$ cat src/rtl/generador_frecuencia_var.sv
// rtl/generador_frecuencia_var.sv - variable-frequency square-wave generator
// with debounced up/down buttons, exact-average NCO output and multiplexed decimal readout
module generador_frecuencia_var #(
  parameter int CLK_HZ   = 50_000_000,
  parameter int FMIN     = 1,
  parameter int FMAX     = 2000,
  parameter int FINIT    = 1,
  parameter int STEP     = 1,
  parameter int WRAP     = 0,
  parameter int DEB_CYC  = 1_250_000,
  parameter int HOLD_CYC = 25_000_000,
  parameter int REP_CYC  = 5_000_000,
  parameter int NDIG     = 4,
  parameter int SCAN_CYC = 166_667,
  localparam int FW      = $clog2(FMAX + 1)
) (
  input  logic            CLK,
  input  logic            RESET,
  input  logic            BOTON_ASC,
  input  logic            BOTON_DES,
  output logic [7:0]      SEG,
  output logic [NDIG-1:0] AN,
  output logic            LED,
  output logic            SALIDA,
  output logic [FW-1:0]   FREQ
);

  localparam int FW1 = FW + 1;
  localparam int DW  = $clog2(DEB_CYC + 1);
  localparam int HW  = $clog2(HOLD_CYC + 1);
  localparam int AW  = $clog2(CLK_HZ + 2 * FMAX);
  localparam int BW  = 4 * NDIG;
  localparam int CW  = $clog2(FW + 1);
  localparam int SW  = $clog2(SCAN_CYC + 1);
  localparam int IW  = (NDIG > 1) ? $clog2(NDIG) : 1;

  localparam logic [1:0] S_IDLE  = 2'd0;
  localparam logic [1:0] S_SHIFT = 2'd1;
  localparam logic [1:0] S_DONE  = 2'd2;

  // index 0 = up button, index 1 = down button
  logic [1:0]    btn_raw, sync1, sync2, lvl, lvl_d, pulse;
  logic [DW-1:0] deb_cnt [2];
  logic [HW-1:0] hold_cnt [2];

  assign btn_raw = {BOTON_DES, BOTON_ASC};

  always_ff @(posedge CLK) begin
    if (RESET) begin
      sync1 <= '0;
      sync2 <= '0;
      lvl   <= '0;
      lvl_d <= '0;
      pulse <= '0;
      for (int i = 0; i < 2; i++) begin
        deb_cnt[i]  <= '0;
        hold_cnt[i] <= '0;
      end
    end else begin
      sync1 <= btn_raw;
      sync2 <= sync1;
      lvl_d <= lvl;
      for (int i = 0; i < 2; i++) begin
        if (sync2[i] == lvl[i]) begin
          deb_cnt[i] <= '0;
        end else if (deb_cnt[i] == DW'(DEB_CYC - 1)) begin
          lvl[i]     <= sync2[i];
          deb_cnt[i] <= '0;
        end else begin
          deb_cnt[i] <= deb_cnt[i] + 1'b1;
        end
        pulse[i] <= lvl[i] & (~lvl_d[i] | (hold_cnt[i] == HW'(HOLD_CYC - 1)));
        // after the first repeat the counter is rewound so later repeats come every REP_CYC
        if (!lvl[i])
          hold_cnt[i] <= '0;
        else if (hold_cnt[i] == HW'(HOLD_CYC - 1))
          hold_cnt[i] <= HW'(HOLD_CYC - REP_CYC);
        else
          hold_cnt[i] <= hold_cnt[i] + 1'b1;
      end
    end
  end

  logic [FW:0] f_up, f_dn;
  assign f_up = {1'b0, FREQ} + FW1'(STEP);
  assign f_dn = {1'b0, FREQ} - FW1'(STEP);

  always_ff @(posedge CLK) begin
    if (RESET) begin
      FREQ <= FW'(FINIT);
    end else if (pulse[0] && !pulse[1]) begin
      if (f_up > FW1'(FMAX))
        FREQ <= (WRAP != 0) ? FW'(FMIN) : FW'(FMAX);
      else
        FREQ <= f_up[FW-1:0];
    end else if (pulse[1] && !pulse[0]) begin
      if (f_dn[FW] || f_dn < FW1'(FMIN))
        FREQ <= (WRAP != 0) ? FW'(FMAX) : FW'(FMIN);
      else
        FREQ <= f_dn[FW-1:0];
    end
  end

  logic [AW-1:0] acc, acc_sum;
  assign acc_sum = acc + AW'({FREQ, 1'b0});

  always_ff @(posedge CLK) begin
    if (RESET) begin
      acc    <= '0;
      SALIDA <= 1'b0;
    end else if (acc_sum >= AW'(CLK_HZ)) begin
      acc    <= acc_sum - AW'(CLK_HZ);
      SALIDA <= ~SALIDA;
    end else begin
      acc <= acc_sum;
    end
  end

  assign LED = SALIDA;

  logic [1:0]    state;
  logic          pending, shown;
  logic [FW-1:0] last_val, cap;
  logic [BW-1:0] bcd, bcd_adj, digits;
  logic [CW-1:0] bit_cnt;

  always_comb begin
    bcd_adj = bcd;
    for (int d = 0; d < NDIG; d++)
      if (bcd[4*d +: 4] > 4'd4) bcd_adj[4*d +: 4] = bcd[4*d +: 4] + 4'd3;
  end

  always_ff @(posedge CLK) begin
    if (RESET) begin
      state    <= S_IDLE;
      pending  <= 1'b1;
      shown    <= 1'b0;
      last_val <= '0;
      cap      <= '0;
      bcd      <= '0;
      digits   <= '0;
      bit_cnt  <= '0;
    end else begin
      case (state)
        S_IDLE: if (pending || FREQ != last_val) begin
          cap      <= FREQ;
          last_val <= FREQ;
          pending  <= 1'b0;
          bcd      <= '0;
          bit_cnt  <= '0;
          state    <= S_SHIFT;
        end
        S_SHIFT: begin
          {bcd, cap} <= {bcd_adj, cap} << 1;
          bit_cnt    <= bit_cnt + 1'b1;
          if (bit_cnt == CW'(FW - 1)) state <= S_DONE;
        end
        S_DONE: begin
          digits <= bcd;
          shown  <= 1'b1;
          state  <= S_IDLE;
        end
        default: state <= S_IDLE;
      endcase
    end
  end

  function automatic logic [7:0] seg_of(input logic [3:0] d);
    case (d)
      4'd0:    seg_of = 8'h03;
      4'd1:    seg_of = 8'h9F;
      4'd2:    seg_of = 8'h25;
      4'd3:    seg_of = 8'h0D;
      4'd4:    seg_of = 8'h99;
      4'd5:    seg_of = 8'h49;
      4'd6:    seg_of = 8'h41;
      4'd7:    seg_of = 8'h1F;
      4'd8:    seg_of = 8'h01;
      4'd9:    seg_of = 8'h09;
      default: seg_of = 8'hFF;
    endcase
  endfunction

  logic [SW-1:0] scan_cnt;
  logic [IW-1:0] dig_idx;
  logic [3:0]    cur_dig;
  assign cur_dig = digits[{dig_idx, 2'b00} +: 4];

  // AN and SEG both derive from the same dig_idx sample, so they always switch together
  always_ff @(posedge CLK) begin
    if (RESET) begin
      scan_cnt <= '0;
      dig_idx  <= IW'(NDIG - 1);
      AN       <= ~(NDIG'(1) << (NDIG - 1));
      SEG      <= 8'hFF;
    end else begin
      if (scan_cnt == SW'(SCAN_CYC - 1)) begin
        scan_cnt <= '0;
        dig_idx  <= (dig_idx == '0) ? IW'(NDIG - 1) : dig_idx - 1'b1;
      end else begin
        scan_cnt <= scan_cnt + 1'b1;
      end
      AN  <= ~(NDIG'(1) << dig_idx);
      SEG <= shown ? seg_of(cur_dig) : 8'hFF;
    end
  end

endmodule

$ cat config.mk
export PLATFORM = sky130hd
export DESIGN_NAME = generador_frecuencia_var
export DESIGN_NICKNAME = d
export VERILOG_FILES = /design/src/rtl/generador_frecuencia_var.sv
export SDC_FILE = /design/constraint.sdc
export NUM_CORES = 1
export LEC_CHECK = 0
export ABC_AREA = 1
export CORE_ASPECT_RATIO = 1.75
export CORE_MARGIN = 1.5
export CORE_UTILIZATION = 30
export DETAILED_ROUTE_END_ITERATION = 8
export PLACE_DENSITY = 0.49
export SLEW_MARGIN = 20
export SYNTH_ARGS = -nofsm -noshare
export SYNTH_HDL_FRONTEND = slang
export SYNTH_SLANG_ARGS = --single-unit
$ cat constraint.sdc
create_clock -name CLK -period 3.5 [get_ports CLK]
set_input_delay 0.7 -clock CLK [delete_from_list [all_inputs] [get_ports CLK]]
set_output_delay 0.7 -clock CLK [all_outputs]
set_load 0.02 [all_outputs]
==> results.py <==
metrics = {
    "status": {
        "status": "completed",
    },
    "timing": {
        "drv_slew": 0,
        "relSlewSlack": 0.484,
        "layout_setup_ws_ns": 0.221,
        "tightest_slew_ns": 0.773,
        "period_minus_slack_ns": 3.28,
        "fin_skew_ns": 0.0196,
        "max_freq_ghz": 0.305,
        "hold_slack_ns": 0.399,
        "hold_viol": 0,
        "setup-violations-final": 0,
        "period_share": 0.937,
    },
    "final_layout": {
        "final_core_util": 0.354,
        "drive_gt1_frac": 0.0760,
        "n_antenna_cell": 0,
        "areaGrowthSynthToFinish_pct": 16.3,
        "final_nets": 2027,
        "fin_cells": 2572,
    },
    "logic_synthesis": {
        "synth_seq_cells": 232,
        "synth.largest_area_cell": "dfxtp_1",
        "synth_flop_cell": "dfxtp_1",
        "yosysSeqAreaShare": 0.412,
        "syn_area_per_cell_um2": 7.30,
        "syn_inst": 1850,
        "synth_edf_count": 92,
        "async_flop_share": 0,
        "synth.top_cells.by_area": "dfxtp_1 (21%), edfxtp_1 (20%), nand2_1 (11%)",
        "ys_warn_count": 0,
        "ys_types": 55,
        "synth_area_um2": 13500,
        "synth_top_area_share": 0.208,
    },
    "critical_path": {
        "worst-path-max-fanout": 9,
        "r2r_slack_ns": 0.22,
        "r2r_cells": 22,
        "startpoint_type": "flop",
        "worstReg2RegEnd": "acc[18]$_SDFF_PP0_",
        "path_class": "flop to flop",
        "reg2reg_from": "FREQ[0]$_SDFFE_PP1P_",
        "critical_path.endpoint_type": "flop",
        "cp.arrival_ns": 3.71,
        "required_ns": 3.93,
    },
    "route": {
        "drtIter0Drc": 488,
        "ant_nets": 0,
        "vias_per_cell": 4.70,
        "firstDrtPassIters": 7,
        "wl_per_cell_um": 13.8,
        "wirelength_mm": 35.6,
        "vias": 12100,
        "drc_errors": 0,
    },
    "clocking": {
        "root_buffer": "clkbuf_16",
        "postCtsSetupBuffers": 0,
        "cts_tree": "yes",
        "cts_buffer_depth": 3,
        "htreeDepth": 1,
        "cts.reportedPaths.clkPinSlew_ns": 0.06,
        "cts_inserted_buffers": 25,
        "clkSinkCount": 232,
        "clk_latency_ns": 0.54,
    },
    "placed_design": {
        "dp_slack_ns": 0.160,
        "hpwl_mm": 26.8,
        "place_inst": 2523,
        "gp_congestion": 0.898,
        "io_buffers": 27,
    },
    "power_and_ir_drop": {
        "p_leak_uw": 0.00625,
        "vdd_ir_drop_max_mv": 0.337,
        "p_per_area_nw_per_um2": 366,
        "power_uw": 5750,
    },
    "global_route": {
        "grt_pass1_vias": 11900,
        "antenna_found_initial": 0,
        "overflow": 0,
        "grt_usage": 0.153,
        "grt_pass1_wl_mm": 57.5,
        "grt_start_max_net_pins": 52,
    },
    "floorplanning": {
        "die_h_um": 284,
        "die_w_um": 163,
        "floorplan.die_area_um2": 46300,
        "ios": 29,
        "start_util": 0.305,
        "num_rows": 102,
        "core_um2": 44300,
    },
    "min_path": {
        "hold_start": "sync1[1]$_SDFF_PP0_",
        "hold_class": "flop to flop",
        "hold_end": "sync2[1]$_SDFF_PP0_",
        "hold_depth": 2,
    },
    "run": {
        "max-cap-violations": 0,
    },
}
worst max-delay path: stages (launching register included):
cell	delay (ns)
dfxtp_1	0.33
ha_1	0.18
inv_1	0.06
fa_1	0.43
nor2_2	0.17
nand2_1	0.11
nand4_1	0.12
nand2_2	0.12
inv_1	0.10
ha_1	0.17
nand3_1	0.08
nor2_1	0.10
nand3_1	0.08
nor2_1	0.15
nand2_1	0.07
nor2_1	0.09
nand3_1	0.07
nor2_1	0.19
nand2_4	0.16
nand3_4	0.18
nand3_1	0.10
nand2_1	0.08
nor2_1	0.04
flip-flops by register name, indices dropped and copies added, names as in the netlist, 4 cells and up:
register,count
digits,16
cap,11
SEG,7
bit_cnt,4
FREQ,11
deb_cnt,42
last_val,11
acc,25
AN,4
bcd,16
scan_cnt,18
hold_cnt,50
cells in the final DEF (no fill, tap or decap), drive strengths merged, types with 28 or more instances in the layout:
cell type and n:
nand3 160, clkbuf 34, nor3 50, inv 249, a21oi 175, edfxtp 92, o21ai 68, xor2 31
nand2 428, ha 40, conb 93, nand4 28, dfxtp 140, nor2 230
metal layers:
layer	track usage	wire length [um]
met1	0.150	13300
met2	0.301	19400
met3	0.0212	1190
met4	0.0775	1760
met5	0	0
report_power, final:
group | switching [uW] | leakage, uW | internal (uW)
Combinational | 169 | 0.00378 | 69.3
Clock | 1120 | 0.000390 | 1480
Sequential | 48.2 | 0.00208 | 2860
synthesized netlist by cell type, drive strengths merged, types with 2 or more instances:
cell type	count
a21boi	2
o32ai	2
edfxtp	92
clkbuf	34
o2111ai	2
nand3	156
ha	40
o21ai	68
clkinv	7
nand4	28
o211ai	10
a21oi	175
o21a	8
dfxtp	140
nor3b	14
and2	3
and3	6
nor2	230
or2	3
buf	9
nor4	21
nor3	50
inv	246
nand3b	9
o21bai	2
nand2	428
xor2	31
xnor2	15
a32oi	3
a31oi	6
final cells by class:
type | count | area, um^2
fillers | 4703 | 28600
multi-input cells | 1418 | 7230
flip-flops and latches | 232 | 5570
inverters | 253 | 950
well taps | 572 | 716
clock buffers | 34 | 701
repair buffers | 52 | 453
clock inverters | 11 | 86.3
repair_timing:
item                                    CTS  global route
resized for setup                         0            10
hold buffers                              0             0
endpoints found under the setup margin    0            20
cell families (layout without fill, tap and decap cells):
group,Yosys count,in the layout,share of synthesized area
AND/OR/NAND/NOR,949,953,0.316
buffers and inverters,296,350,0.0849
AO/OA/AOI/OAI,285,285,0.118
flip-flops,232,232,0.412
XOR/XNOR,46,46,0.0299
adder cells (fa/ha/maj),41,41,0.0386
other,1,93,0.000278
how the worst max path moves through the flow:
stage	start	end	slack (ns)
floorplan	FREQ[0]$_SDFFE_PP1P_	acc[22]$_SDFF_PP0_	0.35
global placement	FREQ[0]$_SDFFE_PP1P_	acc[11]$_SDFF_PP0_	0.29
detailed placement	FREQ[0]$_SDFFE_PP1P_	acc[16]$_SDFF_PP0_	0.16
CTS	FREQ[0]$_SDFFE_PP1P_	acc[16]$_SDFF_PP0_	0.14
global route	FREQ[0]$_SDFFE_PP1P_	acc[22]$_SDFF_PP0_	-0.02
finish	FREQ[0]$_SDFFE_PP1P_	acc[18]$_SDFF_PP0_	0.22
metrics by stage:
stage | TNS [ns] | instance area, um^2
final | 0 | 15700
after global routing | -0.112 | 15700
after CTS | 0 | 15600
after detailed placement | 0 | 14800
after global placement | 0 | 14800
after floorplan | 0 | 13800
(Power assumes the default switching activity.)
